[src/rtl/rx_381bit_pkg.sv]
// ---------------------------------------------------------------------------
// rx_381bit_pkg: shared frame constants, state encodings and pad check helper
// Rev 1.0
// ---------------------------------------------------------------------------
`default_nettype none

package rx_381bit_pkg;

  localparam int FRAME_BYTES = 48;
  localparam int PAD_BITS    = 2;
  localparam int DATA_BITS   = 382;
  localparam int FRAME_BITS  = FRAME_BYTES * 8;
  localparam int COUNT_W     = $clog2(FRAME_BYTES + 1);

  // Assembler encoding matches the transmitter's byte-count sequencing.
  typedef enum logic [1:0] {
    ASM_IDLE    = 2'd0,
    ASM_COLLECT = 2'd1,
    ASM_CHECK   = 2'd2
  } asm_state_t;

  typedef enum logic [2:0] {
    RX_IDLE      = 3'd0,
    RX_START     = 3'd1,
    RX_DATA      = 3'd2,
    RX_STOP      = 3'd3,
    RX_WAIT_HIGH = 3'd4
  } rx_state_t;

  function automatic logic pad_ok(input logic [FRAME_BITS-1:0] frame);
    return frame[FRAME_BITS-1 -: PAD_BITS] == '0;
  endfunction

endpackage

`default_nettype wire

[src/rtl/rx_381bit_if.sv]
// ---------------------------------------------------------------------------
// rx_381bit_if: UART line input and frame result outputs of rx_381bit
// Rev 1.0
// ---------------------------------------------------------------------------
`default_nettype none

interface rx_381bit_if;
  import rx_381bit_pkg::*;

  logic                 RxD;
  logic [DATA_BITS-1:0] data;
  logic                 valid;
  logic                 done;
  logic                 err;

  modport master (output RxD, input data, valid, done, err);
  modport slave  (input RxD, output data, valid, done, err);

endinterface

`default_nettype wire

[src/rtl/rx_381bit_uart_rx_byte.sv]
// ---------------------------------------------------------------------------
// uart_rx_byte: 8N1 bit-level receiver with glitch rejection and framing error
// Rev 1.0
// ---------------------------------------------------------------------------
`default_nettype none

module uart_rx_byte
  import rx_381bit_pkg::*;
#(
  parameter int CLOCKS_PER_BAUD = 868
) (
  input  logic       clk,
  input  logic       reset,
  input  logic       i_rx,
  output logic       o_wr,
  output logic [7:0] o_data,
  output logic       o_ferr,
  output logic       o_busy
);

  localparam int CNT_W = $clog2(CLOCKS_PER_BAUD);
  localparam logic [CNT_W-1:0] c_baud_last = CNT_W'(CLOCKS_PER_BAUD - 1);
  localparam logic [CNT_W-1:0] c_half_last = CNT_W'(CLOCKS_PER_BAUD / 2 - 1);

  logic             r_meta, r_sync, r_prev;
  rx_state_t        r_state, w_state;
  logic [CNT_W-1:0] r_cnt, w_cnt;
  logic [2:0]       r_bit, w_bit;
  logic [7:0]       r_shift, w_shift;
  logic [7:0]       r_data, w_data;
  logic             r_wr, w_wr;
  logic             r_ferr, w_ferr;

  always_ff @(posedge clk or negedge reset) begin
    if (!reset) begin
      r_meta  <= 1'b1;
      r_sync  <= 1'b1;
      r_prev  <= 1'b1;
      r_state <= RX_IDLE;
      r_cnt   <= '0;
      r_bit   <= '0;
      r_shift <= '0;
      r_data  <= '0;
      r_wr    <= 1'b0;
      r_ferr  <= 1'b0;
    end else begin
      r_meta  <= i_rx;
      r_sync  <= r_meta;
      r_prev  <= r_sync;
      r_state <= w_state;
      r_cnt   <= w_cnt;
      r_bit   <= w_bit;
      r_shift <= w_shift;
      r_data  <= w_data;
      r_wr    <= w_wr;
      r_ferr  <= w_ferr;
    end
  end

  always_comb begin
    w_state = r_state;
    w_cnt   = r_cnt;
    w_bit   = r_bit;
    w_shift = r_shift;
    w_data  = r_data;
    w_wr    = 1'b0;
    w_ferr  = 1'b0;
    case (r_state)
      RX_IDLE: begin
        if (r_prev && !r_sync) begin
          w_state = RX_START;
          w_cnt   = '0;
        end
      end
      RX_START: begin
        if (r_cnt == c_half_last) begin
          w_cnt   = '0;
          w_bit   = '0;
          // Line back high at mid start bit means the edge was a glitch.
          w_state = r_sync ? RX_IDLE : RX_DATA;
        end else begin
          w_cnt = r_cnt + 1'b1;
        end
      end
      RX_DATA: begin
        if (r_cnt == c_baud_last) begin
          w_cnt   = '0;
          w_shift = {r_sync, r_shift[7:1]};
          if (r_bit == 3'd7) begin
            w_state = RX_STOP;
          end else begin
            w_bit = r_bit + 1'b1;
          end
        end else begin
          w_cnt = r_cnt + 1'b1;
        end
      end
      RX_STOP: begin
        if (r_cnt == c_baud_last) begin
          w_cnt = '0;
          if (r_sync) begin
            w_wr    = 1'b1;
            w_data  = r_shift;
            w_state = RX_IDLE;
          end else begin
            w_ferr  = 1'b1;
            w_state = RX_WAIT_HIGH;
          end
        end else begin
          w_cnt = r_cnt + 1'b1;
        end
      end
      RX_WAIT_HIGH: begin
        if (r_sync) begin
          w_state = RX_IDLE;
        end
      end
      default: begin
        w_state = RX_IDLE;
      end
    endcase
  end

  assign o_wr   = r_wr;
  assign o_data = r_data;
  assign o_ferr = r_ferr;
  assign o_busy = (r_state != RX_IDLE);

endmodule

`default_nettype wire

[src/rtl/rx_381bit.sv]
// ---------------------------------------------------------------------------
// rx_381bit: assembles 48 UART bytes (MSB byte first) into a checked 382-bit frame
// Rev 1.0
// ---------------------------------------------------------------------------
`default_nettype none

module rx_381bit
  import rx_381bit_pkg::*;
#(
  parameter int CLOCKS_PER_BAUD = 868,
  parameter int TIMEOUT_BAUDS   = 32
) (
  input  logic        clk,
  input  logic        reset,
  rx_381bit_if.slave  bus
);

  localparam int c_timeout = TIMEOUT_BAUDS * CLOCKS_PER_BAUD;
  localparam int TMR_W     = $clog2(c_timeout + 1);
  localparam logic [TMR_W-1:0]   c_tmr_last   = TMR_W'(c_timeout - 1);
  localparam logic [COUNT_W-1:0] c_count_last = COUNT_W'(FRAME_BYTES - 1);

  logic       w_byte_wr, w_byte_ferr, w_byte_busy;
  logic [7:0] w_byte_data;

  uart_rx_byte #(
    .CLOCKS_PER_BAUD (CLOCKS_PER_BAUD)
  ) u_rx (
    .clk    (clk),
    .reset  (reset),
    .i_rx   (bus.RxD),
    .o_wr   (w_byte_wr),
    .o_data (w_byte_data),
    .o_ferr (w_byte_ferr),
    .o_busy (w_byte_busy)
  );

  asm_state_t           r_state, w_state;
  logic [FRAME_BITS-1:0] r_sr, w_sr;
  logic [COUNT_W-1:0]   r_count, w_count;
  logic [TMR_W-1:0]     r_timer, w_timer;
  logic [DATA_BITS-1:0] r_data, w_data;
  logic                 r_valid, w_valid;
  logic                 r_done, w_done;
  logic                 r_err, w_err;

  always_ff @(posedge clk or negedge reset) begin
    if (!reset) begin
      r_state <= ASM_IDLE;
      r_sr    <= '0;
      r_count <= '0;
      r_timer <= '0;
      r_data  <= '0;
      r_valid <= 1'b0;
      r_done  <= 1'b0;
      r_err   <= 1'b0;
    end else begin
      r_state <= w_state;
      r_sr    <= w_sr;
      r_count <= w_count;
      r_timer <= w_timer;
      r_data  <= w_data;
      r_valid <= w_valid;
      r_done  <= w_done;
      r_err   <= w_err;
    end
  end

  always_comb begin
    w_state = r_state;
    w_sr    = r_sr;
    w_count = r_count;
    w_timer = r_timer;
    w_data  = r_data;
    w_valid = 1'b0;
    w_done  = r_done;
    w_err   = r_err;
    case (r_state)
      ASM_IDLE: begin
        w_timer = '0;
        if (w_byte_wr) begin
          w_sr    = {r_sr[FRAME_BITS-9:0], w_byte_data};
          w_count = COUNT_W'(1);
          w_err   = 1'b0;
          w_state = ASM_COLLECT;
        end
      end
      ASM_COLLECT: begin
        if (w_byte_wr) begin
          w_sr    = {r_sr[FRAME_BITS-9:0], w_byte_data};
          w_count = r_count + 1'b1;
          w_timer = '0;
          if (r_count == c_count_last) begin
            w_state = ASM_CHECK;
          end
        end else if (w_byte_ferr) begin
          w_err   = 1'b1;
          w_count = '0;
          w_timer = '0;
          w_state = ASM_IDLE;
        end else if (!w_byte_busy) begin
          // Only line-idle time between bytes counts toward the timeout.
          if (r_timer == c_tmr_last) begin
            w_err   = 1'b1;
            w_count = '0;
            w_timer = '0;
            w_state = ASM_IDLE;
          end else begin
            w_timer = r_timer + 1'b1;
          end
        end
      end
      ASM_CHECK: begin
        if (pad_ok(r_sr)) begin
          w_data  = r_sr[DATA_BITS-1:0];
          w_valid = 1'b1;
          w_done  = 1'b1;
        end else begin
          w_err = 1'b1;
        end
        w_count = '0;
        w_state = ASM_IDLE;
      end
      default: begin
        w_state = ASM_IDLE;
      end
    endcase
  end

  assign bus.data  = r_data;
  assign bus.valid = r_valid;
  assign bus.done  = r_done;
  assign bus.err   = r_err;

endmodule

`default_nettype wire

[src/flat_wrapper.sv]
// flat-port wrapper written by rule: the top's interface ports become plain ports
module rx_381bit_flat import rx_381bit_pkg::*;
#(
  parameter int CLOCKS_PER_BAUD = 868,
  parameter int TIMEOUT_BAUDS   = 32
)
  (clk, reset, bus_RxD, bus_data, bus_valid, bus_done, bus_err);
  rx_381bit_if bus_i ();
  input  logic clk;
  input  logic reset;
  input wire logic [$bits(bus_i.RxD)-1:0] bus_RxD;
  output wire logic [$bits(bus_i.data)-1:0] bus_data;
  output wire logic [$bits(bus_i.valid)-1:0] bus_valid;
  output wire logic [$bits(bus_i.done)-1:0] bus_done;
  output wire logic [$bits(bus_i.err)-1:0] bus_err;
  assign bus_i.RxD = bus_RxD;
  assign bus_data = bus_i.data;
  assign bus_valid = bus_i.valid;
  assign bus_done = bus_i.done;
  assign bus_err = bus_i.err;
  rx_381bit #(.CLOCKS_PER_BAUD(CLOCKS_PER_BAUD), .TIMEOUT_BAUDS(TIMEOUT_BAUDS)) u_core (.clk(clk), .reset(reset), .bus(bus_i));
endmodule
[config.mk]
export PLATFORM = sky130hd
export DESIGN_NAME = rx_381bit_flat
export DESIGN_NICKNAME = d
export VERILOG_FILES = /design/src/rtl/rx_381bit_pkg.sv /design/src/rtl/rx_381bit_if.sv /design/src/rtl/rx_381bit_uart_rx_byte.sv /design/src/rtl/rx_381bit.sv /design/src/flat_wrapper.sv
export SDC_FILE = /design/constraint.sdc
export NUM_CORES = 1
export LEC_CHECK = 0
export CAP_MARGIN = 25
export CORE_MARGIN = 2
export CORE_UTILIZATION = 57
export CTS_BUF_LIST = sky130_fd_sc_hd__clkbuf_8
export DETAILED_ROUTE_END_ITERATION = 8
export PLACE_DENSITY = 0.82
export SETUP_SLACK_MARGIN = 0.2
export SYNTH_ARGS = -nofsm -noshare
export SYNTH_HDL_FRONTEND = slang
export SYNTH_SLANG_ARGS = --single-unit
[constraint.sdc]
create_clock -name clk -period 3.2 [get_ports clk]
set_clock_uncertainty 0.1 [all_clocks]
set_input_delay 0.48 -clock clk [delete_from_list [all_inputs] [get_ports clk]]
set_output_delay 0.48 -clock clk [all_outputs]
set_load 0.1 [all_outputs]
# ---- Yosys cells after proc, flatten, opt, wreduce, memory -nomap -nowiden
# Cells that the tools add are included.
# Widths: inputs -> output; s select.
dict set report totals {
  register_bits 829
  out_inout_bits 385
  elab_cells 121
}
dict set report classes {
  addsub 4
  n_eq_ne 26
  n_mux 50
  reduce_logical 23
}
# cell n
set ops {}
lappend ops {{$mux 15} 4}
lappend ops {{$mux 10} 3}
lappend ops {{$mux 3} 10}
lappend ops {{$mux 6} 5}
lappend ops {{$pmux 10 s3} 1}
lappend ops {{$pmux 15 s2} 1}
lappend ops {{$ne 2x2->1 const B} 10}
lappend ops {{$pmux 6 s3} 1}
lappend ops {{$add 15x1->15 const B} 1}
lappend ops {{$eq 15x15->1 const B} 1}
lappend ops {{$pmux 3 s5} 1}
lappend ops {{$mux 1} 14}
lappend ops {{$mux 2} 7}
lappend ops {{$reduce_and 4->1} 3}
lappend ops {{$reduce_and 6->1} 2}
lappend ops {{$add 10x1->10 const B} 1}
lappend ops {{$eq 10x10->1 const B} 1}
lappend ops {{$eq 10x9->1 const B} 1}
lappend ops {{$reduce_and 2->1} 5}
lappend ops {{$reduce_bool 3->1} 3}
lappend ops {{$add 6x1->6 const B} 1}
lappend ops {{$eq 3x2->1 const B} 2}
lappend ops {{$eq 3x3->1 const B} 2}
lappend ops {{$eq 6x6->1 const B} 1}
lappend ops {{18 further kinds} 22}

# ---- Depth between registers and ports, before layout
dict set report logic_depth {
  word_depth 6
  depth_mapped 8
  mapped_depth_nobuf 7
}

# ---- Hierarchy
# Synthesis repeated with hierarchy kept, for this count alone.
dict set report unflattened {
  cells_unflattened 1911
  hier_area_um2 31487.7
}
# module n_inst cells_per_inst area_per_inst_um2 seq_area_each_um2
set by_module_without_submodules {}
lappend by_module_without_submodules {rx_381bit 1 1771 29736.0 19819.0}
lappend by_module_without_submodules {uart_rx_byte 1 140 1751.7 929.6}

# ---- Least setup slack after synthesis
# Ideal clock, no wire load.
dict set report synth_path {
  kind {flip-flop to flip-flop}
  from {register u_core.r_state[0]}
  to {register u_core.r_data[323], in the netlist u_core.bus.data[323]}
  setup_ps 125
  t_arrival_ps 2053
  required_time_ps 2975
  setup_slack_ps 922
  path_stages_with_launch 7
  path_buffers 2
  cell_sequence {dfrtp_1 inv_1 ha_1 nor3b_1 clkbuf_1 buf_2 mux2_2}
}
dict set report synth_between {
  elab_chain_len 2
}
# item line_no
set synth_lines {}
lappend synth_lines {{start, declared} rx_381bit.sv:38} ;# asm_state_t r_state, w_state;
lappend synth_lines {{start signal, assigned} rx_381bit.sv:58} ;# r_state <= w_state;
lappend synth_lines {{$eq 2x2->1} rx_381bit.sv:78} ;# case (r_state)
lappend synth_lines {{$reduce_and 2->1 (no source line)} --}
lappend synth_lines {{end signal, assigned} rx_381bit.sv:62} ;# r_data <= w_data;
lappend synth_lines {{end, declared} rx_381bit.sv:42} ;# logic [DATA_BITS-1:0] r_data, w_data;
# No other way between the ends.
# A chain may end at the register's enable or synchronous reset.

# ---- Worst setup path after layout
dict set report layout_path {
  from {register u_core.r_state[1]}
  to {register u_core.r_timer[10]}
}
dict set report layout_between {
  elab_chain_len 3
  elab_cells_between_ends 6
}
# item line_no
set layout_lines {}
lappend layout_lines {{$eq 2x1->1 or $logic_not 2->1 (tied branches)} rx_381bit.sv:78}
lappend layout_lines {{$ne 4x4->1 (no source line) or $reduce_bool 2->1 (tied branches)} --}
lappend layout_lines {{$reduce_and 2->1 (no source line)} --}
lappend layout_lines {{end signal, assigned} rx_381bit.sv:61} ;# r_timer <= w_timer;
lappend layout_lines {{end, declared} rx_381bit.sv:41} ;# logic [TMR_W-1:0] r_timer, w_timer;
# Parallel ways exist; a longest one is shown, timed or not.

==> flow_summary.toml <==
[routing]
dr.pass1.iters = 5
detailroute.wirelength.met2_um = 32440
met1Wirelength_um = 27220
routed.top_layer = "met4"
dr_total_vias = 17560
drt_wl_total_um = 66340
drt-vias-per-instance = 5.498
dr_wl_met3_um = 5129
drt_first_iter_violations = 916
drt_drc_violations_left = 0
route.antenna.remaining_nets = 0
post_drt_wl_per_cell_um = 20.78

[power_and_ir_drop]
post-layout-total-power_mw = 19.93
power.density_cell_area_nw_per_um2 = 523.3
max-vdd-ir-drop_mv = 0.3707
p_leak_nw = 20.32

[sta]
hold_viol_final = 0
final-setup-viol-count = 0
worstMarginPinSlew_ns = 0.8244
slew_violations = 0
post-route-min-period_ns = 2.686
final.period_utilization = 0.8392
timing.slew.headroom = 0.4463
fmaxAchievable_mhz = 372.4
grt_setup_unrepaired = "no"
totalNegativeSetupSlack_ns = 0
hold-worst-slack_ns = 0.1204

[clocking]
cts_tree = "built"
cts.root.buffer_cell = "sky130_fd_sc_hd__clkbuf_8"
cts_sinks = 829
worstSkewPairLatency_ns = 0.76
cts-root-to-sink-buffers = 3
clk_pin_slew_worst_paths_ns = 0.06
ctsHtreeMaxLevel = 4
numCtsBuffers = 134

[logic_synthesis]
mapped_area_um2 = 31380
synth_top_cell_by_area = "sky130_fd_sc_hd__dfrtp_1"
synth_most_common_cell = "sky130_fd_sc_hd__dfrtp_1"
synth_area_leaders = "sky130_fd_sc_hd__dfrtp_1 66%, sky130_fd_sc_hd__mux2_2 28%, sky130_fd_sc_hd__buf_2 1.1%"
portion_of_synthesized_cell_area_occupied_by_the_leading_cell_type = 0.6587
synth.yosys.warnings = 0
ys_async_sr_fraction = 1.000
syn_area_per_cell_um2 = 16.33
number_of_synthesized_flops_with_an_enable_pin = 0
ys_ff_latch = 829
netlist_top_cells_count = "826 x sky130_fd_sc_hd__dfrtp_1, 775 x sky130_fd_sc_hd__mux2_2, 67 x sky130_fd_sc_hd__buf_2, 32 x sky130_fd_sc_hd__nor2_1, 26 x sky130_fd_sc_hd__nand2_1"
synth_ff_type = "sky130_fd_sc_hd__dfrtp_1"
synthCells = 1921
postSynthNetCount = 1934
synth_unique_cells = 55
synth.yosys.seq_area_share = 0.6613

[setup_path]
critPathLaunch = "u_core.r_state[1]"
cp_cell_sequence = "inv_1 -> ha_1 -> or3b_1 -> o22ai_1 -> nor3_1 -> xnor2_1 -> nor2_1"
required_ns = 3.68
critPathMaxFanout = 12
class_of_the_most_critical_setup_path = "register to register"
timing.rr.start = "u_core.r_state[1]"
critical-path-top-delay-family = "simple AND/OR/NAND/NOR gates"
critical_path_buf_inv_count = 1
critical_path.slowest_cell = "sky130_fd_sc_hd__o22ai_1"
critPathArrivalTime_ns = 3.17
cp_slowest_stage_delay_ns = 0.56
crit_end_category = "register"
worst_setup_path_start_kind = "register"

[layout]
drive_gt1_frac = 0.5691
finish.net_count = 2406
fillerInstances = 3538
stdcell_count = 3193
storage_cell_area_um2 = 20750
antenna_cells = 0
area_delta_synth_final_pct = 21.35
multi_input_comb_area_um2 = 10160

[floorplan]
die_area_um2 = 56940
core_um2 = 54130
die_w_um = 238.6
ios = 388
start_util = 0.5796
die-height_um = 238.6
placementRows = 85

[global_routing]
antenna_found_initial = 0
grt_first_pass_wirelength_um = 105300
grt.overflow.total = 0
grt.total_usage = 0.2383
pin_count_of_the_biggest_net_entering_global_routing = 111
first_global_vias = 18680

[placed_design]
post-place-cells = 2952
routabilityCongestion = 0.8027
dp.final_hpwl_um = 45210
portBuffers = 387

[worst_hold_path]
hold_path.startpoint = "bus_RxD"
min-delay-path-class = "primary input to register"

[run_status]
status = "complete, no violations"

[run]
max_cap_viol_count = 0
registers in the layout (all words and copies together), names as in the netlist:
name / cells
u_core.u_rx.r_state: 3
u_core.u_rx.r_cnt: 10
u_core.bus.valid: 1
u_core.u_rx.o_ferr: 1
u_core.bus.done: 1
u_core.u_rx.o_data: 8
u_core.r_state: 2
u_core.r_sr: 384
u_core.u_rx.r_prev: 1
u_core.u_rx.r_shift: 8
u_core.r_count: 6
u_core.bus.data: 382
u_core.bus.err: 1
u_core.u_rx.r_sync: 1
u_core.u_rx.r_meta: 1
u_core.u_rx.o_wr: 1
u_core.r_timer: 15
u_core.u_rx.r_bit: 3
power breakdown:
part	internal, mW	leakage (nW)	total, mW	switching (mW)
Sequential	10.5	11.6	10.5	0.0202
Combinational	0.0582	7.18	0.295	0.237
Clock	5.06	1.57	9.11	4.05
Total	15.6	20.3	19.9	4.31
through the flow:
step | setup slack (ns) | util | instance area [um^2]
floorplan | 0.9216 | - | 31380
detailed placement | 0.5720 | 0.6522 | 35310
finish | 0.5145 | 0.7034 | 38080
global route | 0.3618 | 0.7034 | 38080
CTS | 0.5381 | 0.7034 | 38080
global placement | 0.7715 | 0.6522 | 35310
layout by cell type (no fill, tap or decap), types with 10 or more instances in the layout:
cell type,n
sky130_fd_sc_hd__clkbuf_8,175
sky130_fd_sc_hd__o21ai_0,23
sky130_fd_sc_hd__nand3_1,12
sky130_fd_sc_hd__nor3_1,14
sky130_fd_sc_hd__buf_4,405
sky130_fd_sc_hd__mux2_2,775
sky130_fd_sc_hd__dfrtp_1,826
sky130_fd_sc_hd__nor2_1,32
sky130_fd_sc_hd__buf_12,21
sky130_fd_sc_hd__ha_1,10
sky130_fd_sc_hd__inv_1,51
sky130_fd_sc_hd__nand2_1,26
sky130_fd_sc_hd__clkinv_2,12
routing by layer:
layer,vias to the layer above,GRT usage
met2,447,0.3756
met5,-,0
met1,9194,0.3074
li1,7807,-
met4,0,0.08258
met3,108,0.08603
repair_timing:
action	in CTS	in global routing
setup endpoints to repair	0	0
hold buffers	1	0
buffers inserted	0	0
gates resized for setup	0	0
hold endpoints to repair	56	0
kinds of logic after synthesis:
group / Yosys count / share of synthesized area
simple gates: 122 / 0.02081
mux: 789 / 0.2839
compound gates: 54 / 0.01077
flops: 829 / 0.6613
buf+inv: 103 / 0.01535
fa+ha+maj: 10 / 0.003988
xor+xnor: 14 / 0.003908
cell type report:
type	count	area share
flip-flops and latches	829	0.5449
multi-input cells	989	0.2669
repair buffers	429	0.09181
clock buffers	175	0.06325
well taps	696	0.02287
clock inverters	65	0.009266
inverters	10	0.0009858
path summary, 6_finish.rpt:
kind | cells past startpoint | end | slack, ns
setup / recovery | 7 | u_core.r_timer[10] | 0.51
hold / removal | 1 | u_core.u_rx.r_meta | 0.12
setup reg to reg | 7 | u_core.r_timer[10] | 0.51
hold reg to reg | 0 | u_core.u_rx.r_sync | 0.25
max in group asynchronous | 3 | u_core.bus.data[174] | 1.62
min in group asynchronous | 2 | u_core.r_sr[73] | 0.26
Power figures use the tool's default switching activity.
==> edit 1, RTL diff (same flow settings) <==
Re-encode `asm_state_t` (3 states) as one-hot, 3 bits wide.
--- a/src/rtl/rx_381bit_pkg.sv
+++ b/src/rtl/rx_381bit_pkg.sv
@@ -13,10 +13,10 @@
   localparam int COUNT_W     = $clog2(FRAME_BYTES + 1);
 
   // Assembler encoding matches the transmitter's byte-count sequencing.
-  typedef enum logic [1:0] {
-    ASM_IDLE    = 2'd0,
-    ASM_COLLECT = 2'd1,
-    ASM_CHECK   = 2'd2
+  typedef enum logic [2:0] {
+    ASM_IDLE    = 3'b001,
+    ASM_COLLECT = 3'b010,
+    ASM_CHECK   = 3'b100
   } asm_state_t;
 
   typedef enum logic [2:0] {
Check against the original RTL: no difference found for any inputs over 4 cycles, from zero or initial values and one cycle with reset low; so few cycles prove little.
==> edit 1 against the original RTL <==
  * Clock power shrank 4.0%
  * Synthesized cell count grew 42%
  * Sequential share of layout area grew 0.13 points
  * Area after synthesis grew 0.56%
  * Combinational power grew 17%
  * Design area shrank 0.12%
  * Routed wire length grew 5.3%
  * Maximum frequency grew 1.4%
  * Worst setup slack gained 0.038 ns
  * Total power shrank 1.1%
  * Count of clock-buffer cells in the layout shrank 8
  * Sequential cell count grew 1
  * Largest cell class unchanged
==> edit 1: results (changes against the original RTL) <==
| Stage | Result | Value | vs unedited |
| --- | --- | --- | --- |
| clock network | Clock slew seen by the registers of the worst setup and hold paths | 0.06 ns | about the same |
| clock network | Htree depth | 4 | unchanged |
| yosys | Synth async-reset ratio | 100% | unchanged |
| global route | Number of global-route vias before repair | 21900 | was 18700 |
| power | Leak pwr | 21.3 nW | was 20.3 nW |
| yosys | Number of unique standard cell types used by synthesis | 65 | was 55 |
| worst setup path | Beginning of the critical path | u_core.r_timer[0] | was u_core.r_state[1] |
| routing | Drt first pass iters | 5 | unchanged |
| clock network | Clock insertion delay at the later pin of the skew report | 0.77 ns |  |
| clock network | Cells resized by post-CTS repair | 0 | unchanged |
| layout | Flip-flop count of the largest register, all copies and words added | 384 | unchanged |
| worst hold path | Kind of path behind the tightest hold check | input pin to asynchronous set/reset pin | was input pin to flip-flop |
| yosys | Share of the yosys chip area belonging to registers | 65.8% | was 66.1% |
| placed design | Final weighted congestion in routability-driven placement | 0.830 | was 0.803 |
| placed design | Dpl ws | 0.648 ns | was 0.572 ns |
| routing | DRT iter0 DRCs | 1500 | was 916 |
| run status | Outcome | finished clean | unchanged |
| worst setup path | Arrival time at the worst endpoint | 3.16 ns | was 3.17 ns |
| clock network | Clock buffers created by TritonCTS | 132 | was 134 |
| global route | Largest net degree at the start of global routing | 135 | was 111 |
| yosys | Top cells by area in the synthesized netlist | dfrtp_1 (66%), nand2_1 (14%), mux2_2 (11%) | was dfrtp_1 (66%), mux2_2 (28%), buf_2 (1.1%) |
| placed design | # port buffers | 387 | unchanged |
| yosys | Yosys synthesis warning count | 0 | unchanged |
| timing | Headroom to the max-slew limit | 52.3% | was 44.6% |
| routing | Wire length reported by the detailed router | 69900 um | was 66300 um |
| global route | Number of antenna violations at the first check in global routing | 2 | was 0 |
| global route | Wire length of the first global-routing pass | 113000 um | was 105000 um |
| clock network | Buffer type at the clock tree root | clkbuf_8 | unchanged |
| global route | Overall global routing resource usage | 24.7% | was 23.8% |
| timing | Final worst path period share | 82.7% | was 83.9% |
| layout | Count of nets after finishing | 3175 | was 2406 |
| layout | Register containing the most flip-flops in the final layout | u_core.r_sr | unchanged |
| worst setup path | Largest fanout on the critical path | 10 | was 12 |
| routing | Vias | 21300 | was 17600 |
| yosys | Most used standard cells in the synthesized netlist | nand2_1 (1166), dfrtp_1 (826), mux2_2 (317) | was dfrtp_1 (826), mux2_2 (775), buf_2 (67) |
| layout | Number of inserted filler cells in the final layout | 3766 | was 3538 |
| worst setup path | FF-to-FF setup slack | 0.55 ns | was 0.51 ns |
| yosys | Synthesized net count | 2739 | was 1934 |
| clock network | Maximum count of clock buffers along a single path | 3 | unchanged |
| layout | Layout cells sized above 1 | 29.6% | was 56.9% |
| power | Maximum ir drop on the vdd rail | 0.000380 V | was 0.000371 V |
| placed design | Post-detailed-placement half-perimeter wirelength | 46100 um | was 45200 um |
==> edit 1: cell families after synthesis <==
kind of cell	after synthesis	share of synthesized area [%]
AO/OA/AOI/OAI	59	1.29
XOR/XNOR	11	0.305
adder cells (fa/ha/maj)	6	0.238
buffers and inverters	149	2.01
flip-flops	830	65.8
multiplexers	403	14.5
AND/OR/NAND/NOR	1272	15.8
==> edit 1: per-layer routing <==
layer | up-vias | track usage [%] | share of wire [%] | wire (um)
li1 | 9742 | - | - | -
met1 | 10800 | 32.1 | 41 | 28600
met2 | 606 | 40.8 | 51 | 35500
met3 | 133 | 5.98 | 5.7 | 3980
met4 | 0 | 9.19 | 2.6 | 1810
met5 | - | 0 | 0 | 0
==> edit 1: final timing paths <==
path | end | cells past startpoint
max in group asynchronous | u_core.bus.data[115] | 3
max reg2reg | u_core.r_timer[13] | 6
min in group clk | u_core.u_rx.r_sync | 0
min reg2reg | u_core.u_rx.r_sync | 0
max | u_core.r_timer[13] | 6
min | u_core.r_sr[347] | 2
==> edit 1: cell type report <==
type	count	area (um2)	share of cell area [%]
sequential	830	20800	54.6
inverter	12	52.6	0.138
tap	704	881	2.32
timing repair buffer	439	3570	9.40
antenna	2	5.00	0.0132
multi-input combinational	1751	10200	26.7
clock inverter	62	288	0.757
clock buffer	167	2300	6.04
==> edit 1: what timing repair did <==
item	4_1_cts	5_1_grt
setup buffers	0	0
endpoints found under the hold margin	43	0
hold buffers	2	0
==> edit 1: stage by stage <==
stage | cell area (um2) | util, % | power [W] | hold slack [ns] | std cells
3_5_place_dp | 35400 | 64.5 | 0.0111 | 0.252 | 3734
4_1_cts | 38000 | 69.3 | 0.0199 | 0.118 | 3965
6_report | 38000 | 69.3 | 0.0197 | 0.142 | 3967
2_1_floorplan | 31600 | - | 0.0109 | 0.0844 | 2730
3_3_place_gp | 35400 | 64.5 | 0.0111 | 0.248 | 3734
5_1_grt | 38000 | 69.3 | 0.0205 | 0.163 | 3967
==> edit 1: critical path: stages, from the launching register on <==
cell and delay, ns:
dfrtp_1 0.42, ha_1 0.22, nand4_1 0.22, nor4_2 0.51, a21oi_1 0.26, nor2b_1 0.62
nor2_1 0.12
==> edit 1: report_power, final <==
group	switching [W]	leakage, nW	total [W]	internal [W]
clock network	0.00407	1.50	0.00875	0.00469
logic	0.000260	8.26	0.000344	0.0000847
registers	0.0000676	11.6	0.0106	0.0105
==> edit 2, RTL diff (config.mk and constraints unchanged) <==
Made on the original files. Set the package constant `FRAME_BYTES` to 96 (it was 48).
--- a/src/rtl/rx_381bit_pkg.sv
+++ b/src/rtl/rx_381bit_pkg.sv
@@ -6,7 +6,7 @@
 
 package rx_381bit_pkg;
 
-  localparam int FRAME_BYTES = 48;
+  localparam int FRAME_BYTES = 96;
   localparam int PAD_BITS    = 2;
   localparam int DATA_BITS   = 382;
   localparam int FRAME_BITS  = FRAME_BYTES * 8;
Function: no difference found for any inputs over 4 cycles, from zero or initial values and one cycle with reset low; that may be too few to reach the edited logic, so the function may still have changed.
==> edit 2 against the original RTL <==
  * Critical endpoint is now u_core.r_sr[221]
  * Worst setup slack better by 0.019 ns
  * Area after synthesis grew 12%
  * Clock power is 13% higher
  * Design area grew 12%
  * Final cell count rose by 11%
  * Sequential cell count rose by 97
  * Global-route usage decreased by 1.3 points
  * Routed wire length up 5.9%
  * Total power rose by 12%
  * Utilization fell by 1.1 points
  * Critical path type unchanged
==> edit 2: results (changes against the original RTL) <==
| Stage | Result | Value | vs unedited |
| --- | --- | --- | --- |
| placed design | Final weighted congestion in routability-driven placement | 0.813 | was 0.803 |
| yosys | Top cells by area in the synthesized netlist | dfrtp_1 (66%), mux2_2 (28%), buf_2 (1.0%) | was dfrtp_1 (66%), mux2_2 (28%), buf_2 (1.1%) |
| worst setup path | CP peak stage delay | 0.51 ns | was 0.56 ns |
| layout | Layout cells sized above 1 | 56.8% | was 56.9% |
| timing | Headroom to the max-slew limit | 43.5% | was 44.6% |
| power | Portion of total power attributed to sequential cells | 52.5% | was 52.8% |
| worst setup path | Crit path max-delay cell type | buf_4 | was o22ai_1 |
| yosys | Number of unique standard cell types used by synthesis | 63 | was 55 |
| power | Switching portion of total power | 21.4% | was 21.6% |
| worst setup path | Largest fanout on the critical path | 39 | was 12 |
| power | Maximum ir drop on the vdd rail | 0.000339 V | was 0.000371 V |
| global route | Number of global-route vias before repair | 21100 | was 18700 |
| global route | Wire length of the first global-routing pass | 114000 um | was 105000 um |
| routing | DRT iter0 DRCs | 890 | was 916 |
| worst setup path | Arrival time at the worst endpoint | 3.20 ns | was 3.17 ns |
| worst hold path | Kind of path behind the tightest hold check | flip-flop to flip-flop | was input pin to flip-flop |
| placed design | Instance area after placement | 39400 um2 | was 35300 um2 |
| yosys | Share of the yosys chip area belonging to registers | 65.7% | was 66.1% |
| placed design | # port buffers | 387 | unchanged |
| clock network | Quantity of hold-fixing buffers added after cts | 2 | was 1 |
| routing | Wire length reported by the detailed router | 70300 um | was 66300 um |
| clock network | Clock buffers created by TritonCTS | 146 | was 134 |
| global route | Largest net degree at the start of global routing | 89 | was 111 |
| clock network | Buffer count from post-CTS setup fixing | 0 | unchanged |
| yosys | Most used standard cells in the synthesized netlist | dfrtp_1 (923), mux2_2 (883), buf_2 (73) | was dfrtp_1 (826), mux2_2 (775), buf_2 (67) |
| routing | Vias | 19500 | was 17600 |
| power | Leak pwr | 22.6 nW | was 20.3 nW |
| layout | Flip-flop count of the largest register, all copies and words added | 480 | was 384 |
| placed design | Dpl ws | 0.551 ns | was 0.572 ns |
| yosys | Synthesized net count | 2170 | was 1934 |
| layout | Count of nets after finishing | 2661 | was 2406 |
| placed design | Post-detailed-placement half-perimeter wirelength | 46800 um | was 45200 um |
| global route | Overall global routing resource usage | 22.6% | was 23.8% |
| layout | Number of inserted filler cells in the final layout | 3991 | was 3538 |
| timing | Setup TNS after final layout | 0 ns | unchanged |
| run status | Outcome | finished clean | unchanged |
==> edit 2: cell count changes in the layout (fill, tap and decap cells not counted), sizes merged, moves of 4 or more <==
cell	delta
mux2	+99
dfrtp	+97
buf	+23
clkbuf	+21
nor2	-20
inv	+9
and2	+5
nand2b	+5
xor2	-5
a31oi	+4
a32oi	+4
mux2i	-4
xnor2	-4
==> edit 2: final cells by class <==
cell class / instances / area (um2) / share of cell area [%]
Tap cell: 790 / 988 / 2.32
Clock buffer: 196 / 2700 / 6.34
Clock inverter: 65 / 415 / 0.977
Multi-Input combinational cell: 1105 / 11400 / 26.9
Inverter: 16 / 60.1 / 0.141
Sequential cell: 926 / 23200 / 54.5
Timing Repair Buffer: 453 / 3750 / 8.83
==> edit 2: final timing paths <==
path / from / end / slack [ns] / depth (start not counted)
max in group asynchronous: reset / u_core.r_sr[495] / 1.66 / 3
min in group asynchronous: reset / u_core.bus.data[344] / 0.27 / 2
setup reg to reg: u_core.r_state[1] / u_core.r_sr[221] / 0.53 / 6
hold / removal: u_core.u_rx.r_meta / u_core.u_rx.r_sync / 0.26 / 0
hold reg to reg: u_core.u_rx.r_meta / u_core.u_rx.r_sync / 0.26 / 0
setup / recovery: u_core.r_state[1] / u_core.r_sr[221] / 0.53 / 6
==> edit 2: metrics by stage <==
step           std cells  utilization, %
2_1_floorplan       2157               -
3_3_place_gp        3288            64.2
3_5_place_dp        3288            64.2
4_1_cts             3551            69.3
5_1_grt             3551            69.3
6_report            3551            69.3
==> edit 2: logic make-up (layout without fill, tap and decap cells) <==
group | Yosys count | after routing | share of synthesized area (%)
AO/OA/AOI/OAI | 86 | 86 | 1.68
flip-flops | 926 | 926 | 65.7
adder cells (fa/ha/maj) | 10 | 10 | 0.355
buffers and inverters | 126 | 730 | 1.87
XOR/XNOR | 5 | 5 | 0.124
AND/OR/NAND/NOR | 120 | 120 | 1.99
multiplexers | 884 | 884 | 28.2
==> edit 2: power groups by stage <==
| stage | clock network [W] | registers [W] | logic (W) |
|---|---|---|---|
| finish | 0.0103 | 0.0118 | 0.000349 |
| detailed placement | 0 | 0.0120 | 0.000361 |
| global placement | 0 | 0.0120 | 0.000350 |
| CTS | 0.0106 | 0.0117 | 0.000366 |
| global route | 0.0111 | 0.0117 | 0.000411 |
| floorplan | 0 | 0.0120 | 0.0000641 |
==> edit 2: routing by layer <==
| layer | part of all wire (%) | global-route usage, % | vias up |
|---|---|---|---|
| met5 | 0 | 0 | - |
| met3 | 5.1 | 5.55 | 112 |
| met1 | 43 | 30.2 | 10200 |
| met4 | 2.0 | 7.35 | 0 |
| li1 | - | - | 8698 |
| met2 | 50 | 36.5 | 448 |
